### config.mk
export PLATFORM = sky130hd
export DESIGN_NAME = piso_flat
export DESIGN_NICKNAME = d
export VERILOG_FILES = /design/src/rtl/piso_pkg.sv /design/src/rtl/piso_if.sv /design/src/rtl/piso.sv /design/src/flat_wrapper.sv
export SDC_FILE = /design/constraint.sdc
export NUM_CORES = 1
export LEC_CHECK = 0
export CORE_AREA = 4 4 400 402
export CTS_BUF_LIST = sky130_fd_sc_hd__clkbuf_4 sky130_fd_sc_hd__clkbuf_8
export DETAILED_ROUTE_END_ITERATION = 8
export DIE_AREA = 0 0 404 406
export PLACE_DENSITY = 0.5
export SLEW_MARGIN = 25
export SYNTH_ARGS = -nofsm -noshare
export SYNTH_HDL_FRONTEND = slang
export SYNTH_SLANG_ARGS = --single-unit
### constraint.sdc
create_clock -name clk_i -period 26.7 [get_ports clk_i]
set_clock_uncertainty 0.05 [all_clocks]
set_input_delay 6.675 -clock clk_i [delete_from_list [all_inputs] [get_ports clk_i]]
set_output_delay 6.675 -clock clk_i [all_outputs]
set_load 0.02 [all_outputs]
### src/rtl/piso_pkg.sv
// ---------------------------------------------------------------------------
// piso_pkg
//   Types and helpers shared by the parallel-in, serial-out buffer.
//   - piso_state_e : control state (IDLE = empty, BUSY = draining a vector)
//   - piso_ptr_w() : read-pointer width for a given element count
// ---------------------------------------------------------------------------
package piso_pkg;

    typedef enum logic {
        IDLE = 1'b0,
        BUSY = 1'b1
    } piso_state_e;

    // The pointer only has to reach depth-1, so clog2(depth) bits suffice.
    // The guard keeps a degenerate depth from producing a zero-width vector.
    function automatic int piso_ptr_w(input int depth);
        return (depth < 2) ? 1 : $clog2(depth);
    endfunction

endpackage

### src/rtl/piso_if.sv
// ---------------------------------------------------------------------------
// piso_if
//   Handshake bundle around the parallel-in, serial-out buffer.
//   Parallel side : valid_i, ready_o, data_i (width_p*depth_p bits)
//   Serial side   : valid_o, ready_i, data_o (width_p bits), last_o
//   Modports:
//     slave  - the buffer itself (consumes the vector, produces elements)
//     master - the environment (producer upstream + consumer downstream)
// ---------------------------------------------------------------------------
interface piso_if #(
    parameter int width_p = 8,
    parameter int depth_p = 128
);
    logic                       valid_i;
    logic                       ready_o;
    logic [width_p*depth_p-1:0] data_i;
    logic                       valid_o;
    logic                       ready_i;
    logic [width_p-1:0]         data_o;
    logic                       last_o;

    modport slave (
        input  valid_i, data_i, ready_i,
        output ready_o, valid_o, data_o, last_o
    );

    modport master (
        output valid_i, data_i, ready_i,
        input  ready_o, valid_o, data_o, last_o
    );
endinterface

### src/rtl/piso.sv
// ---------------------------------------------------------------------------
// piso
//   Parallel-in, serial-out buffer. Captures a whole vector of depth_p
//   elements in one handshake, then emits the elements one per handshake,
//   element 0 (data_i[width_p-1:0]) first.
//   Ports:
//     clk_i   - clock, rising edge
//     reset_i - asynchronous active-low reset
//     bus     - piso_if.slave: valid_i/ready_o/data_i (parallel in),
//               valid_o/ready_i/data_o/last_o (serial out)
//   ready_o depends combinationally on ready_i so a new vector can be
//   loaded on the same edge the final element leaves (zero bubble).
// ---------------------------------------------------------------------------
module piso
    import piso_pkg::*;
#(
    parameter int width_p = 8,
    parameter int depth_p = 128
) (
    input logic   clk_i,
    input logic   reset_i,
    piso_if.slave bus
);

    localparam int                   ptr_w_lp    = piso_ptr_w(depth_p);
    localparam logic [ptr_w_lp-1:0]  last_idx_lp = ptr_w_lp'(depth_p - 1);

    piso_state_e         state_r, state_n;
    logic [ptr_w_lp-1:0] rd_ptr_r, rd_ptr_n;
    logic [width_p-1:0]  mem [depth_p];

    logic busy;
    logic at_last;
    logic load;
    logic fire;

    assign busy    = (state_r == BUSY);
    assign at_last = busy && (rd_ptr_r == last_idx_lp);
    assign fire    = busy && bus.ready_i;
    assign load    = bus.valid_i && bus.ready_o;

    assign bus.valid_o = busy;
    assign bus.last_o  = at_last;
    assign bus.data_o  = mem[rd_ptr_r];
    assign bus.ready_o = !busy || (at_last && bus.ready_i);

    // Control state; asynchronous reset empties the buffer immediately.
    always_ff @(posedge clk_i or negedge reset_i) begin
        if (!reset_i) begin
            state_r  <= IDLE;
            rd_ptr_r <= '0;
        end else begin
            state_r  <= state_n;
            rd_ptr_r <= rd_ptr_n;
        end
    end

    // Vector storage is data only and carries no reset.
    always_ff @(posedge clk_i) begin
        if (load) begin
            for (int i = 0; i < depth_p; i++) begin
                mem[i] <= bus.data_i[i*width_p +: width_p];
            end
        end
    end

    // Wrap is explicit at the last element so a non-power-of-two depth never
    // walks the pointer past depth_p-1. A load on the final fire overrides
    // the return to IDLE and restarts at element 0.
    always_comb begin
        state_n  = state_r;
        rd_ptr_n = rd_ptr_r;
        if (fire) begin
            if (at_last) begin
                rd_ptr_n = '0;
                state_n  = IDLE;
            end else begin
                rd_ptr_n = rd_ptr_r + 1'b1;
            end
        end
        if (load) begin
            rd_ptr_n = '0;
            state_n  = BUSY;
        end
    end

endmodule

### src/flat_wrapper.sv
// flat-port wrapper written by rule: the top's interface ports become plain ports
module piso_flat import piso_pkg::*;
#(
    parameter int width_p = 8,
    parameter int depth_p = 128
)
  (clk_i, reset_i, bus_valid_i, bus_data_i, bus_ready_i, bus_ready_o, bus_valid_o, bus_data_o, bus_last_o);
  piso_if #(.width_p(width_p), .depth_p(depth_p)) bus_i ();
  input logic clk_i;
  input logic reset_i;
  input wire logic [$bits(bus_i.valid_i)-1:0] bus_valid_i;
  input wire logic [$bits(bus_i.data_i)-1:0] bus_data_i;
  input wire logic [$bits(bus_i.ready_i)-1:0] bus_ready_i;
  output wire logic [$bits(bus_i.ready_o)-1:0] bus_ready_o;
  output wire logic [$bits(bus_i.valid_o)-1:0] bus_valid_o;
  output wire logic [$bits(bus_i.data_o)-1:0] bus_data_o;
  output wire logic [$bits(bus_i.last_o)-1:0] bus_last_o;
  assign bus_i.valid_i = bus_valid_i;
  assign bus_i.data_i = bus_data_i;
  assign bus_i.ready_i = bus_ready_i;
  assign bus_ready_o = bus_i.ready_o;
  assign bus_valid_o = bus_i.valid_o;
  assign bus_data_o = bus_i.data_o;
  assign bus_last_o = bus_i.last_o;
  piso #(.width_p(width_p), .depth_p(depth_p)) u_core (.clk_i(clk_i), .reset_i(reset_i), .bus(bus_i));
endmodule
==> flow_summary_export.csv <==
group,metric,value,unit
cells_and_area,final_core_util,35.9,%
clock_network,hold_buffers,0,
placed_design,gp_congestion,0.801,
grt,grt_use_total,18.8,%
routing,vias_per_cell,4.44,
grt,grt_overflow,0,
routing,first_pass_iters,5,
routing,drcViolationCount,0,
timing,min_period_over_period,55.4,%
synthesis,syn_inst,1793,
synthesis,ys_warn_count,0,
pwr,swShare,31.1,%
clock_network,cts.clk_slew.worst_paths,0.06,ns
timing,setup_viol,0,
pwr,internal_power,3.01,mW
floorplan,fp.dieW,404,um
synthesis,yosysSeqAreaShare,78.3,%
pwr,seq_power_share,41.7,%
pwr,switchingPower,1.36,mW
cells_and_area,layout.nets,3997,
clock_network,htree_levels,4,
floorplan,die-area,164000,um2
floorplan,start_util,25.3,%
cells_and_area,syn_to_final_growth,41.8,%
synthesis,synthSimpleGateAreaFrac,1.20,%
timing,fin_crit,14.79,ns
routing,vias,23100,
placed_design,dp_hpwl,122000,um
floorplan,coreArea,156000,um2
pwr,peakVddDrop,0.0000437,V
clock_network,cts_tree,"built",
synthesis,syn_nets,2822,
routing,route.antenna.remaining_nets,0,
timing,relSlewSlack,23.0,%
worst_hold_path,hold_class,"reg2reg",
run,maxCapViolations,0,
synthesis,synthXorXnorAreaFrac,0.0886,%
pwr,p_per_area,77.9,nW/um2
worst_setup_path,r2r-start,"u_core.rd_ptr_r[0]",
worst_setup_path,path_class,"in2out",
worst_hold_path,min_from,"u_core.rd_ptr_r[5]",
synthesis,ys_top_cells_by_area,"edfxtp_1 78%, mux4_2 11%, mux2i_1 3.1%",
routing,drt_iter0_drc,1957,
timing,drv_slew,0,
synthesis,synth_edf_count,1024,
synthesis,yosysTopAreaCell,"edfxtp_1",
outcome,status,"finished, final reports clean",
routing,wirelength,160000,um
synthesis,synth_top_family_by_area,"multiplexers",
worst_setup_path,cp-start-kind,"input port",
synthesis,synth_fa_ha_area_share,0.0316,%
clock_network,cts_buffer_depth,3,
pwr,clkPwrFrac,33.0,%
clock_network,root_buffer,"clkbuf_8",
synthesis,synth_area,39500,um2
floorplan,die_y,406,um
routing,avgRoutedWirePerCell,30.7,um
grt,grt_max_degree,184,
clock_network,cts_sinks,1032,
synthesis,synth.area.mux_share,14.9,%
worst_setup_path,end_kind,"primary output",
pwr,combPwrFrac,25.3,%
synthesis,synth_compound_area_share,3.93,%
grt,grt_pass1_vias,25000,
clock_network,cts_buffers,183,
timing,tns,0,ns
grt,antenna_found_initial,73,
grt,grt_pass1_wl,207000,um
floorplan,io_pins,1039,
cells_and_area,post_route_cells_drive_above_1_share,18.7,%
clock_network,cts_setup_buffers,0,
worst_setup_path,crit_fanout,4,
timing,tightest_slew,1.15,ns
timing,hold_violations,0,
worst_setup_path,worstSetupStartpoint,"bus_ready_i",
synthesis,synth_ff_type,"edfxtp_1",
cells_and_area,nFillCells,14800,
synthesis,syn_avg_cell_area,22.1,um2
placed_design,io_buffers,1038,
floorplan,row_count,145,
clock_network,cts_resized,0,
pwr,p_leak,18.1,nW
clock_network,clk_latency,0.86,ns
worst_setup_path,arrival,8.07,ns
synthesis,synth.distinct_cells,58,
worst_setup_path,required,19.98,ns
synthesis,ys_async_sr_fraction,0.775,%
synthesis,synth-seq-cells,1032,
synthesis,synth_top_area_share,77.8,%
timing,grt_setup_unrepaired,"no",
timing,clock.fmax,67.6,MHz
power groups by stage:
stage          Clock (mW)  Combinational (mW)  Sequential (mW)
5_1_grt              1.56                1.18             1.82
2_1_floorplan           0               0.533             1.82
3_3_place_gp            0                1.15             1.86
6_report             1.44                1.10             1.82
3_5_place_dp            0                1.15             1.86
4_1_cts              1.49                1.16             1.82
synthesized netlist by cell type (4+ instances only):
cell type and count:
mux2i_1 122, buf_6 13, xnor2_1 4, buf_1 6, o221ai_1 25, buf_2 37
clkbuf_1 26, a22oi_1 44, nand2_1 51, nand3_1 10, and3_1 5, o211ai_1 5
a21oi_1 43, a31oi_1 7, nor2_1 10, buf_4 15, edfxtp_1 1024, o21ai_0 8
and2_1 5, a211oi_1 14, mux4_2 195, o32a_1 4, nand3b_1 4, a22o_1 12
inv_1 5, dfrtp_1 8, a221oi_1 17, a221o_1 5, a2111oi_0 4, mux2_2 25
area by class of cell:
class	count	area, um2	area share, %
tap	2058	2570	4.59
multi-input combinational	655	8030	14.3
clock inverter	64	439	0.783
timing repair buffer	1089	10800	19.3
clock buffer	251	3080	5.49
sequential	1032	31000	55.2
inverter	7	27.5	0.0491
antenna	46	115	0.205
critical path: stages:
cell             delay (ns)
clkdlybuf4s50_1        0.51
a21bo_2                0.24
clkdlybuf4s50_1        0.64
final timing paths:
check                      cells past startpoint                  to  slack, ns
setup / recovery                               3         bus_ready_o      11.91
hold / removal                                 2  u_core.rd_ptr_r[5]       0.61
setup reg to reg                              11   u_core.mem[67][6]      18.81
hold reg to reg                                2  u_core.rd_ptr_r[5]       0.61
max in group asynchronous                      1  u_core.rd_ptr_r[1]      19.91
min in group asynchronous                      1  u_core.bus.valid_o       6.19
sequential cells by signal, indices dropped and copies added (netlist names):
register	flops
u_core.mem	1024
u_core.bus.valid_o	1
u_core.rd_ptr_r	7
cell families after synthesis:
logic type	after synthesis
AOI/OAI and AO/OA	209
adders and majority gates	1
and+or+nand+nor	99
DFF	1032
muxes	342
xor gates and xnor gates	4
buffers and inverters	106
stage by stage:
stage	setup slack, ns	instances	hold slack [ns]	cell area [um2]	power [mW]
6_report	11.91	5202	0.610	56100	4.37
5_1_grt	11.89	5186	0.631	56000	4.56
4_1_cts	11.92	5155	0.605	55900	4.47
3_5_place_dp	11.92	4840	0.595	52400	3.01
3_3_place_gp	11.93	4837	0.595	52400	3.01
2_1_floorplan	6.76	1793	0.569	39500	2.35
per-layer routing:
layer | global-route usage [%] | vias up | wire length [um] | part of all wire, %
li1 | - | 10100 | - | -
met1 | 21.8 | 11900 | 60300 | 38
met2 | 32.8 | 928 | 82800 | 52
met3 | 5.62 | 236 | 12100 | 7.5
met4 | 6.68 | 26 | 4260 | 2.7
met5 | 0 | - | 158 | 0.099
cells in the final DEF (no fill, tap or decap), types with 4 or more instances in the layout:
cell / instances
clkdlybuf4s50_1: 1038
edfxtp_1: 1024
mux4_2: 195
clkbuf_8: 191
mux2i_1: 122
clkbuf_4: 60
nand2_1: 51
diode_2: 46
a22oi_1: 44
buf_4: 44
a21oi_1: 42
clkinv_1: 32
o221ai_1: 25
mux2_2: 25
a221oi_1: 17
clkinv_2: 15
a22o_1: 12
a211oi_1: 11
nand3_1: 10
nor2_1: 9
o21ai_0: 8
a31oi_1: 7
and3_1: 5
a221o_1: 5
o211ai_1: 5
clkinvlp_4: 5
nand3b_1: 4
inv_1: 4
o32a_1: 4
a2111oi_0: 4
xnor2_1: 4
inv_12: 4
dfrtp_2: 4
Note: power is estimated with default switching activity, not from simulation.
